## src/rtl/mem_port_arbiter.sv

```systemverilog
// rtl/mem_port_arbiter.sv - two-port (core/DMA) arbiter for the single-port unified memory
module mem_port_arbiter #(
    parameter int ADDR_W       = 32,
    parameter int DATA_W       = 32,
    parameter int MAX_WAIT     = 15,
    parameter int STARVE_LIMIT = 4
) (
    input  logic                clock,
    input  logic                reset,
    input  logic                cpu_req,
    input  logic                cpu_we,
    input  logic [ADDR_W-1:0]   cpu_addr,
    input  logic [DATA_W-1:0]   cpu_wdata,
    input  logic [DATA_W/8-1:0] cpu_be,
    output logic                cpu_gnt,
    output logic                cpu_done,
    output logic [DATA_W-1:0]   cpu_rdata,
    output logic                cpu_err,
    input  logic                dma_req,
    input  logic                dma_we,
    input  logic [ADDR_W-1:0]   dma_addr,
    input  logic [DATA_W-1:0]   dma_wdata,
    input  logic [DATA_W/8-1:0] dma_be,
    output logic                dma_gnt,
    output logic                dma_done,
    output logic [DATA_W-1:0]   dma_rdata,
    output logic                dma_err,
    output logic                mem_valid,
    output logic                mem_we,
    output logic [ADDR_W-1:0]   mem_addr,
    output logic [DATA_W-1:0]   mem_wdata,
    output logic [DATA_W/8-1:0] mem_be,
    input  logic                mem_ready,
    input  logic [DATA_W-1:0]   mem_rdata,
    output logic                busy
);

    localparam int WW = (MAX_WAIT > 1) ? $clog2(MAX_WAIT) : 1;
    localparam int SW = (STARVE_LIMIT > 0) ? $clog2(STARVE_LIMIT + 1) : 1;
    localparam logic [WW-1:0] LAST_WAIT  = WW'((MAX_WAIT > 0) ? MAX_WAIT - 1 : 0);
    localparam logic [SW-1:0] STARVE_MAX = SW'(STARVE_LIMIT);

    typedef enum logic [1:0] {IDLE, ACCESS, RESP} state_t;

    state_t          r_state;
    logic            r_owner_dma;
    logic [WW-1:0]   r_wait_cnt;
    logic [SW-1:0]   r_starve_cnt;

    logic            w_dma_wins;
    logic            w_timeout;
    logic [DATA_W-1:0] w_rdata;

    assign w_dma_wins = dma_req && (!cpu_req || (r_starve_cnt == STARVE_MAX));
    assign w_timeout  = (MAX_WAIT > 0) && (r_wait_cnt == LAST_WAIT);
    // Writes return zero data so the owner never sees stale bus contents.
    assign w_rdata    = mem_we ? '0 : mem_rdata;

    always_ff @(posedge clock or posedge reset) begin
        if (reset) begin
            r_state      <= IDLE;
            r_owner_dma  <= 1'b0;
            r_wait_cnt   <= '0;
            r_starve_cnt <= '0;
            cpu_gnt      <= 1'b0;
            cpu_done     <= 1'b0;
            cpu_rdata    <= '0;
            cpu_err      <= 1'b0;
            dma_gnt      <= 1'b0;
            dma_done     <= 1'b0;
            dma_rdata    <= '0;
            dma_err      <= 1'b0;
            mem_valid    <= 1'b0;
            mem_we       <= 1'b0;
            mem_addr     <= '0;
            mem_wdata    <= '0;
            mem_be       <= '0;
            busy         <= 1'b0;
        end else begin
            case (r_state)
                IDLE: begin
                    if (cpu_req || dma_req) begin
                        r_state     <= ACCESS;
                        busy        <= 1'b1;
                        mem_valid   <= 1'b1;
                        r_wait_cnt  <= '0;
                        r_owner_dma <= w_dma_wins;
                        if (w_dma_wins) begin
                            dma_gnt      <= 1'b1;
                            mem_we       <= dma_we;
                            mem_addr     <= dma_addr;
                            mem_wdata    <= dma_wdata;
                            mem_be       <= dma_be;
                            r_starve_cnt <= '0;
                        end else begin
                            cpu_gnt   <= 1'b1;
                            mem_we    <= cpu_we;
                            mem_addr  <= cpu_addr;
                            mem_wdata <= cpu_wdata;
                            mem_be    <= cpu_be;
                            if (!dma_req)
                                r_starve_cnt <= '0;
                            else if (r_starve_cnt != STARVE_MAX)
                                r_starve_cnt <= r_starve_cnt + SW'(1);
                        end
                    end
                end
                ACCESS: begin
                    cpu_gnt <= 1'b0;
                    dma_gnt <= 1'b0;
                    // A ready arriving on the timeout edge still completes the access.
                    if (mem_ready || w_timeout) begin
                        r_state   <= RESP;
                        mem_valid <= 1'b0;
                        if (r_owner_dma) begin
                            dma_done  <= 1'b1;
                            dma_rdata <= mem_ready ? w_rdata : '0;
                            dma_err   <= !mem_ready;
                        end else begin
                            cpu_done  <= 1'b1;
                            cpu_rdata <= mem_ready ? w_rdata : '0;
                            cpu_err   <= !mem_ready;
                        end
                    end else begin
                        r_wait_cnt <= r_wait_cnt + WW'(1);
                    end
                end
                RESP: begin
                    r_state    <= IDLE;
                    busy       <= 1'b0;
                    r_wait_cnt <= '0;
                    cpu_done   <= 1'b0;
                    cpu_rdata  <= '0;
                    cpu_err    <= 1'b0;
                    dma_done   <= 1'b0;
                    dma_rdata  <= '0;
                    dma_err    <= 1'b0;
                end
                default: r_state <= IDLE;
            endcase
        end
    end

endmodule

```

## config.mk

```make
export PLATFORM = sky130hd
export DESIGN_NAME = mem_port_arbiter
export DESIGN_NICKNAME = d
export VERILOG_FILES = /design/src/rtl/mem_port_arbiter.sv
export SDC_FILE = /design/constraint.sdc
export NUM_CORES = 1
export LEC_CHECK = 0
export CELL_PAD_IN_SITES_DETAIL_PLACEMENT = 1
export CELL_PAD_IN_SITES_GLOBAL_PLACEMENT = 2
export CORE_MARGIN = 4
export CORE_UTILIZATION = 24
export CTS_CLUSTER_DIAMETER = 200
export DETAILED_ROUTE_END_ITERATION = 8
export GPL_TIMING_DRIVEN = 0
export HOLD_SLACK_MARGIN = 0.02
export PLACE_DENSITY = 0.8
export SYNTH_ARGS = -nofsm -noshare
export SYNTH_HDL_FRONTEND = slang
export SYNTH_SLANG_ARGS = --single-unit
```

## constraint.sdc

```tcl
create_clock -name clock -period 6.7 [get_ports clock]
set_clock_uncertainty 0.1 [all_clocks]
set_input_delay 2.01 -clock clock [delete_from_list [all_inputs] [get_ports clock]]
set_output_delay 2.01 -clock clock [all_outputs]
set_load 0.02 [all_outputs]
```

==> metrics.md <==
| Metric | Value |
|---|---|
| First-pass GRT wire length | around 44 mm |
| Total of max-cap violations | 0 |
| DIE AREA | approximately 30000 um2 |
| RSZ-0062 raised after global routing | false |
| Final instance area | 11000 um2 |
| Post-CTS Hold Fix Bufs | 0 |
| Fin crit period | just under 4000 ps |
| Vias in the first global route | 7374 |
| Fmax | 258 MHz |
| Total Wirelength | 27.9 mm |
| Post-synth EDFFs | 0 |
| Htree depth | 4 |
| Final hold slack | ~400 ps |
| Syn_nets | 822 |
| CP Class | input pin to flop |
| Commonest non-fill, non-tap cell in the layout | clkdlybuf4s50_1 |
| Input/output buffers | roughly 320 |
| Nets@finish | around 1200 |
| Number of remaining DRC errors | 0 |
| CP startpoint kind | input pin |
| Setup crit end kind | flop |
| Most frequent cells in the layout | clkdlybuf4s50_1, dfrtp_1, a31oi_1, o21ai_0, a21oi_1 |
| CTS clk-pin slew, worst paths | 70 ps |
| Clk_lat worst skew | around 420 ps |
| CTS tree | built |
| Crit path DAT | 4100 ps |
| Distinct cells, synth | 40 |
| Critical path peak fanout | 10 |
| Post-CTS Setup Inserts | 0 |
| Routed WL per cell | slightly above 20 um |
| Ys async rst share | 1.00 |
| Worst slew pin tran | 771 ps |
| CTS resizes | 0 |
| Die Ht | 175 um |
| Req. time, crit path | about 6900 ps |
| Die Width | 175 um |
| First-iteration detailed-routing DRC count | 314 |
| Fin util | 0.403 |
| Area grow syn2layout | 63.6% |
| ANT cells | 0 |
| HP Class | flop to flop |
| Initial antenna violation count | 4 |
| Mapped Cells | roughly 640 |
| Fin. max-slew vios | 0 |
| Leak | 0.00437 uW |
| CTS Buf Count | 17 |
| Core area | 27200 um2 |
| Clock Sinks | 151 |
| DR pass1 iterations | 4 |
| CTS max path bufs | 2 |
| Period utilization | 0.578 |
| Cell Pwr Density | 462 nW/um2 |
| Headroom to the max-slew limit | 0.486 |
| Setup-failing EPs final | 0 |
| # rows | 60 |
| Flops & latches, synth | 151 |
| Antenna Violating Nets Remaining | 0 |
| Yosys warning total | 0 |
| Peak VDD IR | 175 uV |
| Worst Hold Depth | 2 |
| Total track usage | 0.180 |
| Detailed-placement wirelength estimate | 20.8 mm |
| Layout cell share with drive strength beyond 1 | 0.0676 |
| Average cell area after synthesis | 10.4 um2 |
| Total gr overflow | 0 |
| Gp weighted congestion | 0.792 |
| I/O pin count | around 320 |
| Synthesized area | 6700 um2 |
| Vias | 6696 |
| Vias per std cell | 4.91 |
| Main synth FF type | dfrtp_1 |
| Initial Util | 0.247 |
| Dpl cell area | 10400 um2 |
| Reg2reg path depth | 6 |
| Clk root buf | clkbuf_16 |
| Largest net degree at the start of global routing | 95 |
| Final hold violations | 0 |
| Status | completed |
| Post-synthesis sequential area ratio | 0.564 |
| Fill count | 3096 |
-- metal layers --
metal,vias to the layer above,track usage,wire length [um]
met1,3300,0.220,11500
met4,8,0.0478,522
li1,3101,-,-
met5,-,0,36
met3,39,0.0757,2800
met2,248,0.296,13100
-- through the flow --
| step | setup slack, ps | instances | power [uW] | TNS [ps] |
|---|---|---|---|---|
| after floorplan | 525 | 643 | 2810 | 0 |
| after global placement | -1930 | 1330 | 4080 | -290030 |
| after detailed placement | 2390 | 1331 | 4110 | 0 |
| after CTS | 2830 | 1363 | 5140 | 0 |
| after global routing | 2700 | 1363 | 5390 | 0 |
| final | 2830 | 1363 | 5070 | 0 |
-- cell usage after synthesis, types with 3 or more instances --
master,number,share of area
a21oi_1,72,0.054
a22o_1,66,0.086
a31oi_1,73,0.068
a32o_1,3,0.0045
buf_2,21,0.016
buf_6,6,0.010
clkbuf_1,41,0.023
dfrtp_1,151,0.56
ha_1,4,0.0075
inv_1,12,0.0067
mux2i_1,3,0.0045
nand2_1,7,0.0039
nand2b_1,3,0.0028
nand3_1,70,0.052
nor2_1,5,0.0028
o21ai_0,73,0.055
o311ai_0,3,0.0039
-- state kept, by name, summed over array words and instances (netlist names) --
signal,count
mem_valid,1
cpu_done,1
r_starve_cnt,3
mem_wdata,32
cpu_rdata,32
dma_gnt,1
mem_we,1
cpu_err,1
dma_rdata,32
r_state,2
dma_err,1
mem_be,4
cpu_gnt,1
mem_addr,32
busy,1
r_wait_cnt,4
dma_done,1
r_owner_dma,1
-- cell families after synthesis --
group	synth area share
adder cells (fa/ha/maj)	0.00747
AND/OR/NAND/NOR	0.0809
flip-flops	0.564
multiplexers	0.00448
AO/OA/AOI/OAI	0.286
buffers and inverters	0.0577
-- cell type report --
cell class              instances  area, um2  share of cell area
flip-flops and latches        151       3780               0.345
repair buffers                316       3180               0.290
multi-input cells             409       2530               0.231
well taps                     372        465              0.0425
clock buffers                  17        425              0.0388
plain buffers                  71        342              0.0312
clock inverters                15        185              0.0169
inverters                      12       52.6             0.00479
-- path summary, 6_finish.rpt --
path,from,end,slack (ps)
max,cpu_req,mem_wdata[12]$_DFFE_PP0P_,2830
min,cpu_done$_DFFE_PP0P_,cpu_done$_DFFE_PP0P_,400
max reg2reg,r_wait_cnt[0]$_DFFE_PP0P_,dma_rdata[3]$_DFFE_PP0P_,4390
min reg2reg,cpu_done$_DFFE_PP0P_,cpu_done$_DFFE_PP0P_,400
max in group asynchronous,reset,r_starve_cnt[0]$_DFFE_PP0P_,3780
min in group asynchronous,reset,mem_addr[23]$_DFFE_PP0P_,1890
-- report_power, final --
group          internal [uW]  switching, uW
logic                   1150           1320
clock network            537            461
registers               1330            266
total                   3020           2050
-- worst max-delay path, cell delays in order --
cell	delay (ps)
clkdlybuf4s50_1	670
a21boi_2	620
clkbuf_1	420
o21ai_0	160
a31oi_1	210
Note: power is estimated with default switching activity, not from simulation.
